===== src/rtl/mips_pkg.sv =====
// Shared core types: instruction/PC widths and the fetch-queue entry seen by fetch and decode.
// Pure type package; no logic, no latency.
package mips_pkg;

  localparam int INSTR_W = 32;
  localparam int PC_W    = 32;

  typedef struct packed {
    logic [INSTR_W-1:0] instr;
    logic [PC_W-1:0]    pc;
  } fq_entry_t;

endpackage


===== src/rtl/fetch_queue_if.sv =====
// Fetch-to-decode queue bundle: two-slot enqueue from fetch, two-slot head view and consume count to decode.
// master = fetch/decode side, slave = the queue itself.
interface fetch_queue_if #(parameter int DEPTH = 8);
  import mips_pkg::*;

  localparam int OCC_W = $clog2(DEPTH + 1);

  logic               flush;
  logic [1:0]         enq_valid;
  logic [INSTR_W-1:0] enq_instr0;
  logic [INSTR_W-1:0] enq_instr1;
  logic [PC_W-1:0]    enq_pc0;
  logic [PC_W-1:0]    enq_pc1;
  logic               enq_ready;
  logic [1:0]         deq_valid;
  logic [INSTR_W-1:0] deq_instr0;
  logic [INSTR_W-1:0] deq_instr1;
  logic [PC_W-1:0]    deq_pc0;
  logic [PC_W-1:0]    deq_pc1;
  logic [1:0]         deq_count;
  logic [OCC_W-1:0]   occupancy;

  modport master (
    output flush, enq_valid, enq_instr0, enq_instr1, enq_pc0, enq_pc1, deq_count,
    input  enq_ready, deq_valid, deq_instr0, deq_instr1, deq_pc0, deq_pc1, occupancy
  );

  modport slave (
    input  flush, enq_valid, enq_instr0, enq_instr1, enq_pc0, enq_pc1, deq_count,
    output enq_ready, deq_valid, deq_instr0, deq_instr1, deq_pc0, deq_pc1, occupancy
  );

endinterface


===== src/rtl/fq_storage.sv =====
// DEPTH-entry storage, two write ports, two asynchronous read ports; writes land on the rising edge.
// No reset: entry validity is owned by the count in fetch_queue.
module fq_storage
  import mips_pkg::*;
#(
  parameter int DEPTH = 8,
  parameter int PTR_W = $clog2(DEPTH)
) (
  input  logic             clock,
  input  logic             we0,
  input  logic [PTR_W-1:0] waddr0,
  input  fq_entry_t        wdata0,
  input  logic             we1,
  input  logic [PTR_W-1:0] waddr1,
  input  fq_entry_t        wdata1,
  input  logic [PTR_W-1:0] raddr0,
  output fq_entry_t        rdata0,
  input  logic [PTR_W-1:0] raddr1,
  output fq_entry_t        rdata1
);

  fq_entry_t mem [DEPTH];

  // The two write addresses are always tail and tail+1, so they never collide.
  always_ff @(posedge clock) begin
    if (we0) mem[waddr0] <= wdata0;
    if (we1) mem[waddr1] <= wdata1;
  end

  assign rdata0 = mem[raddr0];
  assign rdata1 = mem[raddr1];

endmodule


===== src/rtl/fetch_queue.sv =====
// Dual-wide fetch queue: up to two in / two out per cycle, one-cycle enqueue-to-dequeue latency.
// enq_ready needs two free slots from registered count only; flush/reset empty the queue at the next edge.
module fetch_queue
  import mips_pkg::*;
#(
  parameter int DEPTH = 8
) (
  input  logic          clock,
  input  logic          reset,
  fetch_queue_if.slave  fq
);

  localparam int PTR_W = $clog2(DEPTH);
  localparam int CNT_W = $clog2(DEPTH + 1);
  localparam logic [CNT_W-1:0] READY_MAX = CNT_W'(DEPTH - 2);

  logic [PTR_W-1:0] head;
  logic [PTR_W-1:0] tail;
  logic [CNT_W-1:0] count;
  logic [1:0]       n_enq;
  logic [1:0]       n_deq;
  logic [1:0]       avail;
  logic             enq_ready;
  fq_entry_t        wr0;
  fq_entry_t        wr1;
  fq_entry_t        rd0;
  fq_entry_t        rd1;

  assign enq_ready = (count <= READY_MAX) && !reset && !fq.flush;

  // The illegal mask 10 writes nothing.
  always_comb begin
    n_enq = 2'd0;
    if (enq_ready) begin
      if (fq.enq_valid == 2'b11)      n_enq = 2'd2;
      else if (fq.enq_valid == 2'b01) n_enq = 2'd1;
    end
  end

  always_comb begin
    avail = 2'd0;
    if (count >= CNT_W'(2))      avail = 2'd2;
    else if (count != '0)        avail = 2'd1;
    n_deq = (fq.deq_count > avail) ? avail : fq.deq_count;
  end

  assign wr0 = '{instr: fq.enq_instr0, pc: fq.enq_pc0};
  assign wr1 = '{instr: fq.enq_instr1, pc: fq.enq_pc1};

  fq_storage #(.DEPTH(DEPTH), .PTR_W(PTR_W)) u_storage (
    .clock  (clock),
    .we0    (n_enq != 2'd0),
    .waddr0 (tail),
    .wdata0 (wr0),
    .we1    (n_enq == 2'd2),
    .waddr1 (tail + PTR_W'(1)),
    .wdata1 (wr1),
    .raddr0 (head),
    .rdata0 (rd0),
    .raddr1 (head + PTR_W'(1)),
    .rdata1 (rd1)
  );

  always_ff @(posedge clock) begin
    if (reset || fq.flush) begin
      head  <= '0;
      tail  <= '0;
      count <= '0;
    end else begin
      head  <= head + PTR_W'(n_deq);
      tail  <= tail + PTR_W'(n_enq);
      count <= count + CNT_W'(n_enq) - CNT_W'(n_deq);
    end
  end

  assign fq.enq_ready  = enq_ready;
  assign fq.deq_valid  = reset ? 2'b00 : {avail == 2'd2, avail != 2'd0};
  assign fq.deq_instr0 = rd0.instr;
  assign fq.deq_pc0    = rd0.pc;
  assign fq.deq_instr1 = rd1.instr;
  assign fq.deq_pc1    = rd1.pc;
  assign fq.occupancy  = count;

  a_enq_mask : assert property (@(posedge clock) disable iff (reset || fq.flush)
    fq.enq_valid != 2'b10);
  a_deq_count : assert property (@(posedge clock) disable iff (reset || fq.flush)
    fq.deq_count <= avail);

endmodule

===== src/flat_wrapper.sv =====
// flat-port wrapper written by rule: the top's interface ports become plain ports
module fetch_queue_flat import mips_pkg::*;
#(
  parameter int DEPTH = 8
)
  (clock, reset, fq_flush, fq_enq_valid, fq_enq_instr0, fq_enq_instr1, fq_enq_pc0, fq_enq_pc1, fq_deq_count, fq_enq_ready, fq_deq_valid, fq_deq_instr0, fq_deq_instr1, fq_deq_pc0, fq_deq_pc1, fq_occupancy);
  fetch_queue_if #(.DEPTH(DEPTH)) fq_i ();
  input  logic clock;
  input  logic reset;
  input wire logic [$bits(fq_i.flush)-1:0] fq_flush;
  input wire logic [$bits(fq_i.enq_valid)-1:0] fq_enq_valid;
  input wire logic [$bits(fq_i.enq_instr0)-1:0] fq_enq_instr0;
  input wire logic [$bits(fq_i.enq_instr1)-1:0] fq_enq_instr1;
  input wire logic [$bits(fq_i.enq_pc0)-1:0] fq_enq_pc0;
  input wire logic [$bits(fq_i.enq_pc1)-1:0] fq_enq_pc1;
  input wire logic [$bits(fq_i.deq_count)-1:0] fq_deq_count;
  output wire logic [$bits(fq_i.enq_ready)-1:0] fq_enq_ready;
  output wire logic [$bits(fq_i.deq_valid)-1:0] fq_deq_valid;
  output wire logic [$bits(fq_i.deq_instr0)-1:0] fq_deq_instr0;
  output wire logic [$bits(fq_i.deq_instr1)-1:0] fq_deq_instr1;
  output wire logic [$bits(fq_i.deq_pc0)-1:0] fq_deq_pc0;
  output wire logic [$bits(fq_i.deq_pc1)-1:0] fq_deq_pc1;
  output wire logic [$bits(fq_i.occupancy)-1:0] fq_occupancy;
  assign fq_i.flush = fq_flush;
  assign fq_i.enq_valid = fq_enq_valid;
  assign fq_i.enq_instr0 = fq_enq_instr0;
  assign fq_i.enq_instr1 = fq_enq_instr1;
  assign fq_i.enq_pc0 = fq_enq_pc0;
  assign fq_i.enq_pc1 = fq_enq_pc1;
  assign fq_i.deq_count = fq_deq_count;
  assign fq_enq_ready = fq_i.enq_ready;
  assign fq_deq_valid = fq_i.deq_valid;
  assign fq_deq_instr0 = fq_i.deq_instr0;
  assign fq_deq_instr1 = fq_i.deq_instr1;
  assign fq_deq_pc0 = fq_i.deq_pc0;
  assign fq_deq_pc1 = fq_i.deq_pc1;
  assign fq_occupancy = fq_i.occupancy;
  fetch_queue #(.DEPTH(DEPTH)) u_core (.clock(clock), .reset(reset), .fq(fq_i));
endmodule

===== config.mk =====
export PLATFORM = sky130hd
export DESIGN_NAME = fetch_queue_flat
export DESIGN_NICKNAME = d
export VERILOG_FILES = /design/src/rtl/mips_pkg.sv /design/src/rtl/fetch_queue_if.sv /design/src/rtl/fq_storage.sv /design/src/rtl/fetch_queue.sv /design/src/flat_wrapper.sv
export SDC_FILE = /design/constraint.sdc
export NUM_CORES = 1
export LEC_CHECK = 0
export CAP_MARGIN = 20
export CELL_PAD_IN_SITES_DETAIL_PLACEMENT = 2
export CELL_PAD_IN_SITES_GLOBAL_PLACEMENT = 2
export CORE_AREA = 2 2 296 298
export CTS_CLUSTER_SIZE = 24
export DETAILED_ROUTE_END_ITERATION = 10
export DIE_AREA = 0 0 298 300
export PLACE_DENSITY = 0.75
export SLEW_MARGIN = 20
export SYNTH_ARGS = -nofsm -noshare
export SYNTH_HDL_FRONTEND = slang
export SYNTH_HIERARCHICAL = 1
export SYNTH_SLANG_ARGS = --single-unit

===== constraint.sdc =====
create_clock -name clock -period 10 [get_ports clock]
set_input_delay 1.5 -clock clock [delete_from_list [all_inputs] [get_ports clock]]
set_output_delay 1.5 -clock clock [all_outputs]
set_load 0.01 [all_outputs]

Word-level counts from Yosys, hierarchy flattened:

Memory sizes are Yosys's and may differ from the RTL's. A register that Yosys moved wholly into a read port is not among the register bits.
Index checks and enable logic that the tools add are counted.

* register bits: 10
* memory bits (writable): 512
* output and inout port bits: 135
* memories: 1

* add/sub/neg operators: 6
* $lt $le $gt $ge: 3
* eq/ne operators: 4
* multiplexer cells: 12
* reductions and logical operators: 8

Memory list
* u_core.u_storage.mem: depth 8, bits a word 64, rd ports 2, clocked after Yosys merged registers in 1, wr ports 2, line fq_storage.sv:22 `fq_entry_t mem [DEPTH];`

Operator list (count)
* 2-bit 2-to-1 mux: 5
* 3-bit by 1-bit adder with 3-bit output (second input constant): 2
* 3-bit by 2-bit adder with 3-bit output: 2
* 2-bit == test (second input constant): 3
* 1-bit 2-to-1 mux: 6
* 4-bit by 2-bit adder with 4-bit output: 1
* 4-bit by 2-bit greater-or-equal comparator with 1-bit output (second input constant): 1
* 4-bit by 3-bit <= comparator with 1-bit output (second input constant): 1
* 2-bit nonzero test: 2
* 4-bit nonzero test: 1
* 4-bit by 2-bit subtractor with 4-bit output: 1
* 3-bit 2-to-1 mux: 1
* 2-bit by 1-bit == test with 1-bit output (second input constant): 1
* 2-bit > comparator: 1
* 1-bit logical AND: 2
* 1-bit zero test: 2
* 1-bit logical OR: 1

Depth between registers and ports, before layout:

* depth in word-level cells: 7
* mapped depth: 16
* mapped depth without buffers: 16

Hierarchy:

Netlist, hierarchy kept.

Modules (own cells, without submodules)
* fq_storage: instances 1, cells each 1557, area each 29309.4 µm²
* fetch_queue: instances 1, cells each 75, area each 737.0 µm²

Least setup slack after synthesis:

Ideal clock, no wire load.

* path kind: input -> register
* from: input reset
* to: memory u_core/u_storage/mem[5][0] (netlist name) (enable)
* setup time: 574 ps
* arrival time: 6981 ps
* required time: 9426 ps
* setup slack: 2445 ps
* stages: 5
* path buffers: 0
* path through: or2_4 > a311oi_4 > and2_1 > nand2b_1 > o21ai_0

RTL lines
* start, declared: line flat_wrapper.sv:9 `input logic reset;`
* end, declared: line fq_storage.sv:22

Worst setup path after layout:

* from: register u_core.head[1]
* to: output fq_deq_instr1[1]

* longest elaborated chain between the ends: 2

RTL lines
* start, declared: line fetch_queue.sv:17 `logic [PTR_W-1:0] head;`
* start signal, assigned: line fetch_queue.sv:70 `head <= head + PTR_W'(n_deq);`
* 3-bit by 1-bit adder with 3-bit output: line fetch_queue.sv:60 `.raddr1 (head + PTR_W'(1)),`
* memory read 8 x 64 bit
* end, declared: line flat_wrapper.sv:20 `output wire logic [$bits(fq_i.deq_instr1)-1:0] fq_deq_instr1;`

No other way between the ends.

==> results.toml <==
[clock_tree]
htreeDepth = 2
cts_setup_buffers = 0
clkLatencyLatePin_ns = 0.63
cts_tree = "yes"
cts_hold_buffers = 0
clk_pin_slew_worst_paths_ns = 0.06
ctsResizeCount = 0
cts_buffer_depth = 3
cts-root-buf = "clkbuf_16"
numClockSinks = 522
cts_buffers = 58

[sta]
period_share_pct = 60.37
rsz0062_at_grt = "no"
maxSlewViolCount = 0
clock_skew_ns = 0.02972
tns_ns = 0
tightest_slew_ns = 1.081
fin_hold_ws_ns = 0.6456
max_freq_ghz = 0.1657
hold_violations = 0
max_slew_margin_pct = 27.91
fin_crit_ns = 6.037
setup_viol_count_final = 0

[route]
first_pass_iters = 5
wl_per_cell_um = 30.77
first_iter_violations = 1140
vias_per_cell = 5.645
drc = 0
vias = 17374
ant_nets = 0
wirelength_mm = 94.71

[power_and_ir_drop]
power_frac_comb_pct = 25.2
pwr-share-clk_pct = 34.7
p_leak_nw = 11.18
sw_frac_of_total_pct = 26.91
pwr_density_cell_nw_per_um2 = 173.4
intPower_mw = 4.533
pwr-share-seq_pct = 40.1
switchingPower_mw = 1.669
peakVddDrop_uv = 101.5

[floorplanning]
die_h_um = 300
fp.dieW_um = 298
io_pins = 270
core_area_um2 = 86210
die_area_um2 = 89400
start_util_pct = 34.85
rows = 108

[hold_path]
hold_path.class = "flop to flop"

[flow_run]
maxCapViolCount = 0

[logic_synthesis]
yosysUniqueCellTypes = 37
syn_inst = 1632
synthXorXnorAreaFrac_pct = 0.1457
muxShareOfSynthArea_pct = 43.25
netlist_area_um2 = 30050
synth_compound_area_share_pct = 0.3498
ys_seq_area_share_pct = 51.84
synth_edf_count = 512
synth_fa_ha_area_share_pct = 0.8079
synth_top_family_by_area = "multiplexers"
ys_warn_count = 6
syn-num-nets = 1784
async_flop_share_pct = 0
ys_ff_latch = 522
syn_area_per_cell_um2 = 18.41
synth_ff_type = "edfxtp_1"
synth-simple-area-share_pct = 0.8204

[grt]
grt_overflow = 0
grt_usage_pct = 21.13
grt_max_degree = 59
grt_pass1_wl_mm = 139.0
grt_pass1_vias = 20138
antenna_found_initial = 6

[finish]
syn_to_final_growth_pct = 19.02
nets = 2024
drive_gt1_share_pct = 54.48
final-instance-count-excl-fill = 3078
final_area_um2 = 35760

[placed_design]
place_congestion = 0.7576
placed_cells = 2965
hpwl_mm = 55.41
place_area_um2 = 33810
io_buffers = 269

[setup_path]
endpoint_kind = "output port"
critPathKind = "flop to output port"
cp.arrival_ns = 4.54
crit_fanout = 48
start_kind = "flop"
required_ns = 8.50

[status]
outcome = "finished clean"
==> power by group through the flow <==
stage	Clock, mW	Combinational, mW	Sequential (mW)
finish	2.15	1.56	2.49
global route	2.29	1.66	2.49
CTS	2.21	1.59	2.49
detailed placement	0	1.58	2.53
global placement	0	1.55	2.53
floorplan	0	0.954	2.50
==> layout by cell type, fill, tap and decap left out, types with 2 or more instances in the layout <==
master           Yosys  layout
mux2_2             641     641
edfxtp_1           512     512
clkdlybuf4s50_1      0     269
mux4_2             256     256
clkbuf_16            0      59
buf_4               25      35
clkinv_2             0      14
ha_1                13      12
clkinv_1             0      11
inv_1               12      11
nor2_1              10      10
and2_1               7       7
dfxtp_1             10       7
clkbuf_1            19       6
clkinvlp_4           0       6
bufinv_16            0       5
clkbuf_8             0       4
nand2b_1             4       4
fa_1                 4       4
o21ai_4              0       4
diode_2              0       3
nand2_1              3       3
dfxtp_4              0       3
nand4b_1             3       3
and4bb_4             0       3
inv_6                0       2
and3_1               2       2
xor2_1               3       2
xnor2_1              2       2
o21bai_4             0       2
a31o_4               0       2
buf_16               0       2
==> flip-flops by register name, summed over array words and instances, names as in the netlist <==
name and cells:
u_core/u_storage/mem 512, u_core/fq.occupancy 4, u_core/head 3, u_core/tail 3
==> final timing paths <==
path	from	endpoint	slack, ns	depth (start not counted)
worst min-delay path	u_core/tail[2]	u_core/tail[2]	0.65	2
worst min register to register	u_core/tail[2]	u_core/tail[2]	0.65	2
worst max-delay path	u_core/head[1]	fq_deq_instr1[1]	3.96	7
worst max register to register	u_core/fq.occupancy[3]	u_core/u_storage/mem[4][43]	5.85	9
==> metrics by stage <==
step | total power, mW | setup slack [ns] | util, %
2_1_floorplan | 3.452 | 2.445 | -
3_3_place_gp | 4.082 | 4.298 | 39.22
3_5_place_dp | 4.115 | 4.192 | 39.22
4_1_cts | 6.289 | 3.841 | 41.41
5_1_grt | 6.448 | 3.786 | 41.48
6_report | 6.202 | 3.963 | 41.48
==> logic make-up (layout without fill, tap and decap cells) <==
logic type / Yosys count / count (layout)
AOI/OAI and AO/OA: 13 / 13
xor gates and xnor gates: 5 / 5
adders and majority gates: 17 / 17
buffers and inverters: 139 / 427
DFF: 522 / 522
muxes: 898 / 898
other: 0 / 3
and+or+nand+nor: 38 / 38
==> worst max-delay path, stage by stage (launching register included) <==
cell and delay (ns):
dfxtp_4 0.88, ha_4 0.27, xor2_4 0.31, buf_4 0.47
buf_4 0.70, mux4_2 0.42, mux2_2 0.31, clkdlybuf4s50_1 0.51
==> synthesized netlist by cell type (all sizes together), types with 2 or more instances <==
master	number	area, um^2
nand2	3	11.26
xnor2	2	17.52
o21ai	4	20.02
fa	4	80.08
nor2	10	37.54
nand4b	3	26.28
edfxtp	512	15370
o21bai	2	15.01
and4bb	3	37.54
nand2b	4	25.02
mux4	256	5766
clkbuf	19	71.32
a31o	2	17.52
mux2	641	7218
and2	7	43.79
dfxtp	10	200.2
ha	13	162.7
and3	2	12.51
buf	107	719.4
xor2	3	26.28
inv	13	48.79
==> cell type report <==
cell class                      instances  area, um^2
Clock inverter                         39       332.8
Antenna cell                            3       7.507
Tap cell                             1155        1445
Inverter                               13       56.30
Timing Repair Buffer                  306        3010
Clock buffer                           69        1554
Fill cell                            8182       50450
Multi-Input combinational cell        971       13770
Sequential cell                       522       15590
==> per-layer routing <==
| metal | part of all wire, % | vias up | global-route usage [%] |
|---|---|---|---|
| met4 | 2.3 | 6 | 5.994 |
| met2 | 52 | 441 | 37.52 |
| met3 | 3.7 | 131 | 2.840 |
| met5 | 0.048 | - | 0 |
| li1 | - | 7335 | - |
| met1 | 42 | 9461 | 26.99 |
Note: power is estimated with default switching activity, not from simulation.
